==> src/rtl/game_pkg.sv <==
// Shared types, constants and small combinational helpers for the door game controller.
package game_pkg;

    typedef enum logic [1:0] {IDLE, ROUND, REVEAL, GAME_OVER} game_state_t;

    localparam logic [1:0] LIVES_MAX   = 2'b11;
    localparam logic [1:0] DOOR_LAST   = 2'd3;
    localparam logic [1:0] WINNER_NONE = 2'b00;
    localparam logic [1:0] WINNER_P1   = 2'b01;
    localparam logic [1:0] WINNER_P2   = 2'b10;
    localparam logic [1:0] WINNER_DRAW = 2'b11;

    // Fibonacci LFSR, taps 16,14,13,11 expressed on a right-shifting register.
    function automatic logic [15:0] lfsr_next(input logic [15:0] v);
        return {v[0] ^ v[2] ^ v[3] ^ v[5], v[15:1]};
    endfunction

    function automatic logic [1:0] step_pos(input logic [1:0] pos, input logic left,
                                            input logic right);
        logic [1:0] nxt;
        nxt = pos;
        if (left && !right && pos != 2'd0) begin
            nxt = pos - 2'd1;
        end else if (right && !left && pos != DOOR_LAST) begin
            nxt = pos + 2'd1;
        end
        return nxt;
    endfunction

    function automatic logic [1:0] judge_lives(input logic [1:0] lives, input logic [1:0] pos,
                                               input logic [1:0] d1, input logic [1:0] d2);
        if (pos == d1 || pos == d2 || lives == 2'd0) begin
            return lives;
        end
        return lives - 2'd1;
    endfunction

    // Second door must differ from the first; on a collision bump it by one.
    function automatic logic [1:0] pick_door2(input logic [3:0] bits);
        if (bits[3:2] == bits[1:0]) begin
            return bits[1:0] + 2'd1;
        end
        return bits[3:2];
    endfunction

endpackage

==> src/rtl/game_controller_second_ticker.sv <==
// One-cycle tick every CLK_HZ cycles; clearing restarts the count so the
// first tick lands exactly CLK_HZ cycles after the clear.
module second_ticker #(
    parameter int unsigned CLK_HZ = 25_000_000
) (
    input  logic clk,
    input  logic reset,
    input  logic clear,
    output logic tick
);
    localparam int unsigned      CNT_W    = (CLK_HZ > 1) ? $clog2(CLK_HZ) : 1;
    localparam logic [CNT_W-1:0] CNT_LAST = CNT_W'(CLK_HZ - 1);

    logic [CNT_W-1:0] cnt_q, cnt_d;

    always_comb begin
        cnt_d = cnt_q + CNT_W'(1);
        if (clear || cnt_q == CNT_LAST) begin
            cnt_d = '0;
        end
    end

    always_ff @(posedge clk or posedge reset) begin
        if (reset) begin
            cnt_q <= '0;
        end else begin
            cnt_q <= cnt_d;
        end
    end

    assign tick = (cnt_q == CNT_LAST);

endmodule

==> src/rtl/game_controller.sv <==
// Round/lives state machine for the two-player door game; drives every
// game-state input of the screen drawer from registered state.
module game_controller
    import game_pkg::*;
#(
    parameter int unsigned CLK_HZ         = 25_000_000,
    parameter int unsigned ROUND_SECONDS  = 10,
    parameter int unsigned REVEAL_SECONDS = 3,
    parameter logic [15:0] LFSR_SEED      = 16'hACE1
) (
    input  logic       clk,
    input  logic       reset,
    input  logic       start,
    input  logic       p1_left,
    input  logic       p1_right,
    input  logic       p2_left,
    input  logic       p2_right,
    output logic [1:0] correct_door_1,
    output logic [1:0] correct_door_2,
    output logic [1:0] p1_lives,
    output logic [1:0] p2_lives,
    output logic [1:0] player_1_pos,
    output logic [1:0] player_2_pos,
    output logic       resume,
    output logic       time_up,
    output logic [3:0] seconds_left,
    output logic [1:0] winner
);
    localparam logic [3:0] ROUND_SEC  = 4'(ROUND_SECONDS);
    localparam logic [3:0] REVEAL_SEC = 4'(REVEAL_SECONDS);

    game_state_t state_q, state_d;
    logic [15:0] lfsr_q, lfsr_d;
    logic [1:0]  door1_q, door1_d, door2_q, door2_d;
    logic [1:0]  lives1_q, lives1_d, lives2_q, lives2_d;
    logic [1:0]  pos1_q, pos1_d, pos2_q, pos2_d;
    logic [3:0]  sec_q, sec_d;
    logic [1:0]  winner_q, winner_d;
    logic        resume_q, resume_d;
    logic        time_up_q, time_up_d;
    logic        tick;
    logic        entering;

    assign entering = (state_d != state_q);

    second_ticker #(
        .CLK_HZ(CLK_HZ)
    ) u_ticker (
        .clk  (clk),
        .reset(reset),
        .clear(entering),
        .tick (tick)
    );

    always_comb begin
        state_d  = state_q;
        lfsr_d   = lfsr_next(lfsr_q);
        door1_d  = door1_q;
        door2_d  = door2_q;
        lives1_d = lives1_q;
        lives2_d = lives2_q;
        pos1_d   = pos1_q;
        pos2_d   = pos2_q;
        sec_d    = sec_q;
        winner_d = winner_q;

        case (state_q)
            IDLE, GAME_OVER: begin
                if (start) begin
                    state_d  = ROUND;
                    lives1_d = LIVES_MAX;
                    lives2_d = LIVES_MAX;
                    winner_d = WINNER_NONE;
                end
            end
            ROUND: begin
                if (tick) begin
                    if (sec_q == 4'd1) begin
                        state_d  = REVEAL;
                        sec_d    = 4'd0;
                        lives1_d = judge_lives(lives1_q, pos1_q, door1_q, door2_q);
                        lives2_d = judge_lives(lives2_q, pos2_q, door1_q, door2_q);
                    end else begin
                        sec_d = sec_q - 4'd1;
                    end
                end
                // Moves on the closing edge are dropped so the judged position stays on screen.
                if (state_d == ROUND) begin
                    pos1_d = step_pos(pos1_q, p1_left, p1_right);
                    pos2_d = step_pos(pos2_q, p2_left, p2_right);
                end
            end
            REVEAL: begin
                // seconds_left is 0 only on the first REVEAL cycle; load the reveal countdown then.
                if (sec_q == 4'd0) begin
                    sec_d = REVEAL_SEC;
                end else if (tick) begin
                    if (sec_q == 4'd1) begin
                        if (lives1_q == 2'd0 || lives2_q == 2'd0) begin
                            state_d  = GAME_OVER;
                            sec_d    = 4'd0;
                            winner_d = {lives1_q == 2'd0, lives2_q == 2'd0};
                        end else begin
                            state_d = ROUND;
                        end
                    end else begin
                        sec_d = sec_q - 4'd1;
                    end
                end
            end
            default: ;
        endcase

        if (state_d == ROUND && state_q != ROUND) begin
            pos1_d  = 2'd0;
            pos2_d  = 2'd0;
            sec_d   = ROUND_SEC;
            door1_d = lfsr_q[1:0];
            door2_d = pick_door2(lfsr_q[3:0]);
        end

        resume_d  = (state_d == IDLE) || (state_d == ROUND);
        time_up_d = !resume_d;
    end

    always_ff @(posedge clk or posedge reset) begin
        if (reset) begin
            state_q   <= IDLE;
            lfsr_q    <= LFSR_SEED;
            door1_q   <= 2'd0;
            door2_q   <= 2'd1;
            lives1_q  <= LIVES_MAX;
            lives2_q  <= LIVES_MAX;
            pos1_q    <= 2'd0;
            pos2_q    <= 2'd0;
            sec_q     <= ROUND_SEC;
            winner_q  <= WINNER_NONE;
            resume_q  <= 1'b1;
            time_up_q <= 1'b0;
        end else begin
            state_q   <= state_d;
            lfsr_q    <= lfsr_d;
            door1_q   <= door1_d;
            door2_q   <= door2_d;
            lives1_q  <= lives1_d;
            lives2_q  <= lives2_d;
            pos1_q    <= pos1_d;
            pos2_q    <= pos2_d;
            sec_q     <= sec_d;
            winner_q  <= winner_d;
            resume_q  <= resume_d;
            time_up_q <= time_up_d;
        end
    end

    assign correct_door_1 = door1_q;
    assign correct_door_2 = door2_q;
    assign p1_lives       = lives1_q;
    assign p2_lives       = lives2_q;
    assign player_1_pos   = pos1_q;
    assign player_2_pos   = pos2_q;
    assign resume         = resume_q;
    assign time_up        = time_up_q;
    assign seconds_left   = sec_q;
    assign winner         = winner_q;

endmodule

==> config.mk <==
export PLATFORM = sky130hd
export DESIGN_NAME = game_controller
export DESIGN_NICKNAME = d
export VERILOG_FILES = /design/src/rtl/game_pkg.sv /design/src/rtl/game_controller_second_ticker.sv /design/src/rtl/game_controller.sv
export SDC_FILE = /design/constraint.sdc
export NUM_CORES = 1
export LEC_CHECK = 0
export ABC_AREA = 1
export CORE_MARGIN = 5
export CORE_UTILIZATION = 35
export CTS_BUF_LIST = sky130_fd_sc_hd__clkbuf_8
export DETAILED_ROUTE_END_ITERATION = 10
export GPL_ROUTABILITY_DRIVEN = 0
export SLEW_MARGIN = 20
export SYNTH_ARGS = -nofsm -noshare
export SYNTH_HDL_FRONTEND = slang
export SYNTH_SLANG_ARGS = --single-unit
export TNS_END_PERCENT = 100
==> constraint.sdc <==
create_clock -name clk -period 2.1 [get_ports clk]
set_clock_uncertainty 0.2 [all_clocks]
set_input_delay 0.42 -clock clk [delete_from_list [all_inputs] [get_ports clk]]
set_output_delay 0.42 -clock clk [all_outputs]
set_load 0.02 [all_outputs]
-- Word level (Yosys, flattened, before mapping)
Index checks and enable logic that the tools add are counted.
- register bits: 63
- input bits: 7
- output and inout bits: 20
- logic and storage cells: 150
- add/subtract/negate cells: 9
- eq/ne operators: 28
- mux-type cells: 55
- bitwise gates (word level): 3
- reductions and logical operators: 42
- operator list (cell ; number):
    $mux 2 ; 32
    $mux 4 ; 7
    $add 25x1->25 const B ; 1
    $eq 25x25->1 const B ; 1
    $mux 25 ; 1
    $ne 2x2->1 const B ; 9
    $pmux 2 s2 ; 3
    $reduce_bool 2->1 ; 6
    $eq 2x2->1 ; 5
    $mux 1 ; 10
    $reduce_and 5->1 ; 2
    $logic_and 1x1->1 ; 9
    $ne 3x3->1 const B ; 3
    $reduce_bool 3->1 ; 3
    $logic_not 2->1 ; 4
    $pmux 4 s2 ; 1
    $sub 2x1->2 const B ; 4
    $logic_or 1x1->1 ; 7
    $add 2x1->2 const B ; 3
    $eq 2x1->1 const B ; 3
    $pmux 2 s3 ; 1
    $reduce_and 3->1 ; 2
    $reduce_and 6->1 ; 1
    $logic_not 1->1 ; 5
    11 further kinds ; 14

-- Depth between registers and ports, before layout
- word-level depth: 11
- gate-level depth with buffers: 17
- depth with buffers taken out: 16

-- By module
From an unflattened synthesis, not the netlist that was laid out.
- cells, all modules: 446
- area total of the unflattened synthesis: 3473.3 µm²
- modules (own cells, without submodules) (module ; times used ; cells an instance ; area each (µm²) ; sequential area each (µm²)):
    game_controller ; 1 ; 221 ; 1966.9 ; 945.9
    second_ticker ; 1 ; 225 ; 1506.4 ; 625.6

-- Least setup slack after synthesis
OpenSTA, ideal clock, no wires.
- path kind: reg2reg
- from: register lives2_q[0] (netlist: p2_lives[0])
- to: register u_ticker.cnt_q[11]
- setup time: 126 ps
- arrival: 1977 ps
- data required time: 1774 ps
- slack: -202 ps
- cell stages (with the launch flop): 16
- path buffers: 1
- period minus slack after synthesis: 2302 ps
- cells stage by stage: dfstp_2 > inv_1 > ha_1 > nor2_1 > nand3_1 > nand2_1 > nand4_1 > nand3_1 > nand2_2 > nand2_4 > nand2_2 > inv_2 > nand2_2 > o21ai_4 > buf_6 > nor3_2
- cells in the longest elaborated chain, start to end: 10
- ends and longest elaborated chain (item ; RTL line ; RTL):
    start, declared ; game_controller.sv:35 ; logic [1:0] lives1_q, lives1_d, lives2_q, lives2_d;
    start signal, assigned ; game_controller.sv:146 ; lives2_q <= lives2_d;
    $logic_not 2->1 ; game_controller.sv:99 ; if (lives1_q == 2'd0 || lives2_q == 2'd0) begin
    $logic_or 1x1->1 ; game_controller.sv:99 ;
    $mux 2 ; game_controller.sv:99 ;
    $mux 2 ; game_controller.sv:98 ; if (sec_q == 4'd1) begin
    $mux 2 ; game_controller.sv:97 ; end else if (tick) begin
    $mux 2 ; game_controller.sv:95 ; if (sec_q == 4'd0) begin
    $pmux 2 s3 ; game_controller.sv:67 ; case (state_q)
    named net state_d[1] ; game_controller.sv:32 ; game_state_t state_q, state_d;
    $ne 2x2->1 ; game_controller.sv:44 ; assign entering = (state_d != state_q);
    $logic_or 1x1->1 ; game_controller_second_ticker.sv:18 ; if (clear || cnt_q == CNT_LAST) begin
    $mux 25 ; game_controller_second_ticker.sv:18 ;
    named net u_ticker.cnt_d[11] ; game_controller_second_ticker.sv:14 ; logic [CNT_W-1:0] cnt_q, cnt_d;
    end signal, assigned ; game_controller_second_ticker.sv:27 ; cnt_q <= cnt_d;
    end, declared ; game_controller_second_ticker.sv:14 ;
The timed path passes the listed nets, and every way through them passes these cells.
A chain may end at the register's enable or synchronous reset.

-- Worst setup path after layout
- from: register u_ticker.cnt_q[1]
- to: register pos1_q[1] (netlist: player_1_pos[1])
- cells in the longest elaborated chain, start to end: 8
- elaborated cells between the ends (all ways): 14
- those cells by class: 3 x eq/ne; 6 x mux; 5 x reduce/logical
- ends and longest elaborated chain (item ; RTL line ; RTL):
    $eq 25x25->1 (*) ; game_controller_second_ticker.sv:31 ; assign tick = (cnt_q == CNT_LAST);
    $mux 2, on equally long branches ; game_controller.sv:97, game_controller.sv:77 ;
    $mux 2, on equally long branches ; game_controller.sv:95, game_controller.sv:67 ;
    $pmux 2 s3 (*) ; game_controller.sv:67 ;
    named net state_d[0] ; game_controller.sv:32 ;
    $eq 2x1->1 (*) ; game_controller.sv:114 ; if (state_d == ROUND && state_q != ROUND) begin
    $logic_and 1x1->1 (*) ; game_controller.sv:114 ;
    $reduce_bool 3->1 (no source line) or $reduce_bool 2->1 (tied branches) ; - ;
    $reduce_and 3->1 (no source line) ; - ;
    end signal, assigned ; game_controller.sv:147 ; pos1_q <= pos1_d;
    end, declared ; game_controller.sv:36 ; logic [1:0] pos1_q, pos1_d, pos2_q, pos2_d;
Mark *: on every way through the listed nets, which the timed path passes. The rest lies on a longest branch. The select of a mux whose other input is x is not followed.

==> flow_summary.toml <==
[critical_path]
cp_common_cell = "nand2_1"
critPathMaxStageDelay_ns = 0.37
cp_data_required_time_ns = 2.15
arrival_ns = 2.30
end_kind = "flop"
reg2reg_depth = 17
critical_path.max_fanout = 6
cp-start-kind = "flop"
crit_chain = "ha_2 -> nand2_2 -> nor2_4 -> nand2_2 -> nor2_4 -> nand3_1 -> nand2_1 -> nand2_1 -> nand3_1 -> nand2_2 -> inv_2 -> nand4_1 -> buf_6 -> nand2_1 -> inv_1 -> nand3_1 -> nand2_1"
worst_path_max_delay_cell = "dfrtp_1"
critPathKind = "reg2reg"

[logic_synthesis]
yosysSeqAreaShare_pct = 45.8
synth_top_area_cell = "dfrtp_1"
avgSynthCellArea_um2 = 8.82
ys_ff_latch = 63
yosys.area_share.adder_pct = 2.51
syn-num-nets = 409
synthMuxAreaShare_pct = 0.933
synth_top_area_share_pct = 33.7
synth_cell_types = 41
synth_area_leaders = "dfrtp_1, dfstp_2, nand2_1"
synth-xor-area-share_pct = 7.29
synth_compound_gate_area_share_pct = 5.13
yosysWarningCount = 0
async_flop_share_pct = 100
syn_inst = 395
syn-cell-area_um2 = 3490
synth_top_family_by_area = "simple AND/OR/NAND/NOR gates"
synthFlopType = "dfrtp_1"
synthSimpleGateAreaFrac_pct = 31.5
synth_edf_count = 0

[placement]
dp.cells = 622
io_buffers = 26
place_hpwl_um = 5770

[status]
status = "finished with violations"
violations = "setup timing"

[grt]
grt_pass1_wl_um = 13700
grt.overflow.total = 0
grt_use_total_pct = 14.3
grt_max_degree = 53
grt_pass1_vias = 3085
antenna_found_initial = 0

[route]
dr.pass1.iters = 4
drt-wirelength-per-cell_um = 12.3
drtAntennaViolNets = 0
vias_per_cell = 4.66
drt_iter0_drc = 79
postRouteWirelength_um = 7900
drcViolationCount = 0
vias = 2984

[finish]
finalNonFillerCells = 640
n_antenna_cell = 0
largest_reg_flops = 25
layout.filler_cells = 958
seqCellArea_um2 = 1600
nets = 516
syn2layout_area_growth_pct = 37.9
regMostFlops = "u_ticker.cnt_q"
multiInputGateArea_um2 = 1740
drive_gt1_share_pct = 37.1

[cts]
cts_root_buffer = "clkbuf_8"
cts_tree = "done"
htree_levels = 3
cts.clk_slew.worst_paths_ns = 0.08
cts_buffer_depth = 2
cts_sinks = 63
clk-insertion-delay-late_ns = 0.35
hold_buffers = 0
cts-buffers-inserted = 9

[min_path]
min_path_type = "reg2reg"
min_delay_path_depth = 0

[power_and_ir_drop]
leakage_nw = 2.21
power.density_nw_per_um2 = 521
ir_worst_vdd_v = 0.000332
power.total_w = 0.00250

[sta]
min_period_ns = 2.25
slew_violations = 0
slew_headroom_pct = 70.6
fmax_mhz = 445
holdWs_ns = 0.152
tns_ns = -3.01
tightestPinTransition_ns = 0.435
hold_violations = 0
rsz0062_at_grt = "yes"
fin_crit_sh_pct = 107
setup_viol = 38
fin_ws_ns = -0.146

[die]
start_util_pct = 35.8
num_rows = 36
die-width_um = 110
dieArea_um2 = 12100
die_h_um = 110
io_pins = 27
coreArea_um2 = 9730

[flow_run]
max-cap-violations = 0
[through the flow]
step / area, µm² / utilization, % / setup WS (ns)
3_5_place_dp: 4510 / 46.4 / -0.146
3_3_place_gp: 4510 / 46.4 / -0.0976
2_1_floorplan: 3530 / - / -0.0757
5_1_grt: 4810 / 49.4 / -0.304
4_1_cts: 4750 / 48.8 / -0.138
6_report: 4810 / 49.4 / -0.146
[timing repair]
item | in CTS | in global routing
pin swaps | 1 | 6
buffers inserted | 0 | 2
endpoints found under the setup margin | 52 | 47
gates resized for setup | 18 | 16
[cells by family (layout without fill, tap and decap cells)]
family                   count (synthesis)  after routing
flip-flops                              63             63
adder cells (fa/ha/maj)                  7              7
buffers and inverters                   54            166
AND/OR/NAND/NOR                        210            210
AO/OA/AOI/OAI                           29             29
multiplexers                             3              3
XOR/XNOR                                29             29
[power breakdown]
group / internal (W) / switching, W
Sequential: 0.00121 / 0.00000247
Combinational: 0.0000216 / 0.0000364
Clock: 0.000682 / 0.000545
[cell usage in the layout (no fill, tap or decap), drive strengths merged]
master	count
a211oi	1
a21oi	8
a311oi	1
and2	1
buf	78
bufinv	2
clkbuf	9
clkdlybuf4s50	10
clkinv	4
clkinvlp	1
dfrtp	47
dfstp	16
dlygate4sd2	12
dlymetal6s2s	4
ha	7
inv	46
mux2	2
mux2i	1
nand2	92
nand3	19
nand3b	3
nand4	11
nor2	40
nor3	40
nor3b	2
nor4	1
o211ai	1
o21ai	12
o21bai	1
o22ai	2
o311ai	1
o31ai	2
or2	1
xnor2	11
xor2	18
[cells in the mapped netlist, types with 2 or more instances]
master,n
nand2_2,4
o21ai_0,11
inv_1,40
nor3_1,15
mux2_2,2
nor2_4,2
o31ai_1,2
xor2_1,18
dfstp_2,16
nand3_1,18
dfrtp_1,47
a21oi_1,8
nor3_2,25
inv_2,5
nor3b_1,2
nor2_2,3
clkbuf_1,2
ha_1,7
nand3b_1,2
nor2_1,35
nand4_1,11
o22ai_1,2
xnor2_1,11
buf_6,4
nand2_1,87
[worst paths after layout]
path                                              from                           end  slack [ns]
max                        u_ticker.cnt_q[1]$_DFF_PP0_   player_1_pos[1]$_DFFE_PP0P_       -0.15
min                                lfsr_q[6]$_DFF_PP1_           lfsr_q[5]$_DFF_PP1_        0.15
max reg2reg                u_ticker.cnt_q[1]$_DFF_PP0_   player_1_pos[1]$_DFFE_PP0P_       -0.15
min reg2reg                        lfsr_q[6]$_DFF_PP1_           lfsr_q[5]$_DFF_PP1_        0.15
max in group asynchronous                        reset              resume$_DFF_PP1_        1.12
min in group asynchronous                        reset  u_ticker.cnt_q[11]$_DFF_PP0_        0.26
[worst max-delay path, delay by kind of cell, from the launching register on]
kind | cells | cell delay [ns]
fa+ha+maj | 1 | 0.20
buf+inv | 3 | 0.32
flops | 1 | 0.37
simple gates | 13 | 1.08
[metal layers]
metal / track usage (%) / wire length, µm / vias to the layer above / share of wire, %
li1: - / - / 1499 / -
met1: 16.8 / 3480 / 1428 / 44
met2: 25.0 / 3980 / 39 / 50
met3: 4.46 / 278 / 18 / 3.5
met4: 4.45 / 161 / 0 / 2.0
met5: 0 / 0 / - / 0
[final cells by class]
type | instances | area share (%)
clock buffers | 9 | 2.58
well taps | 133 | 3.46
clock inverters | 7 | 2.16
multi-input cells | 278 | 36.2
inverters | 46 | 3.75
repair buffers | 104 | 18.6
flip-flops and latches | 63 | 33.2
(Power assumes the default switching activity.)
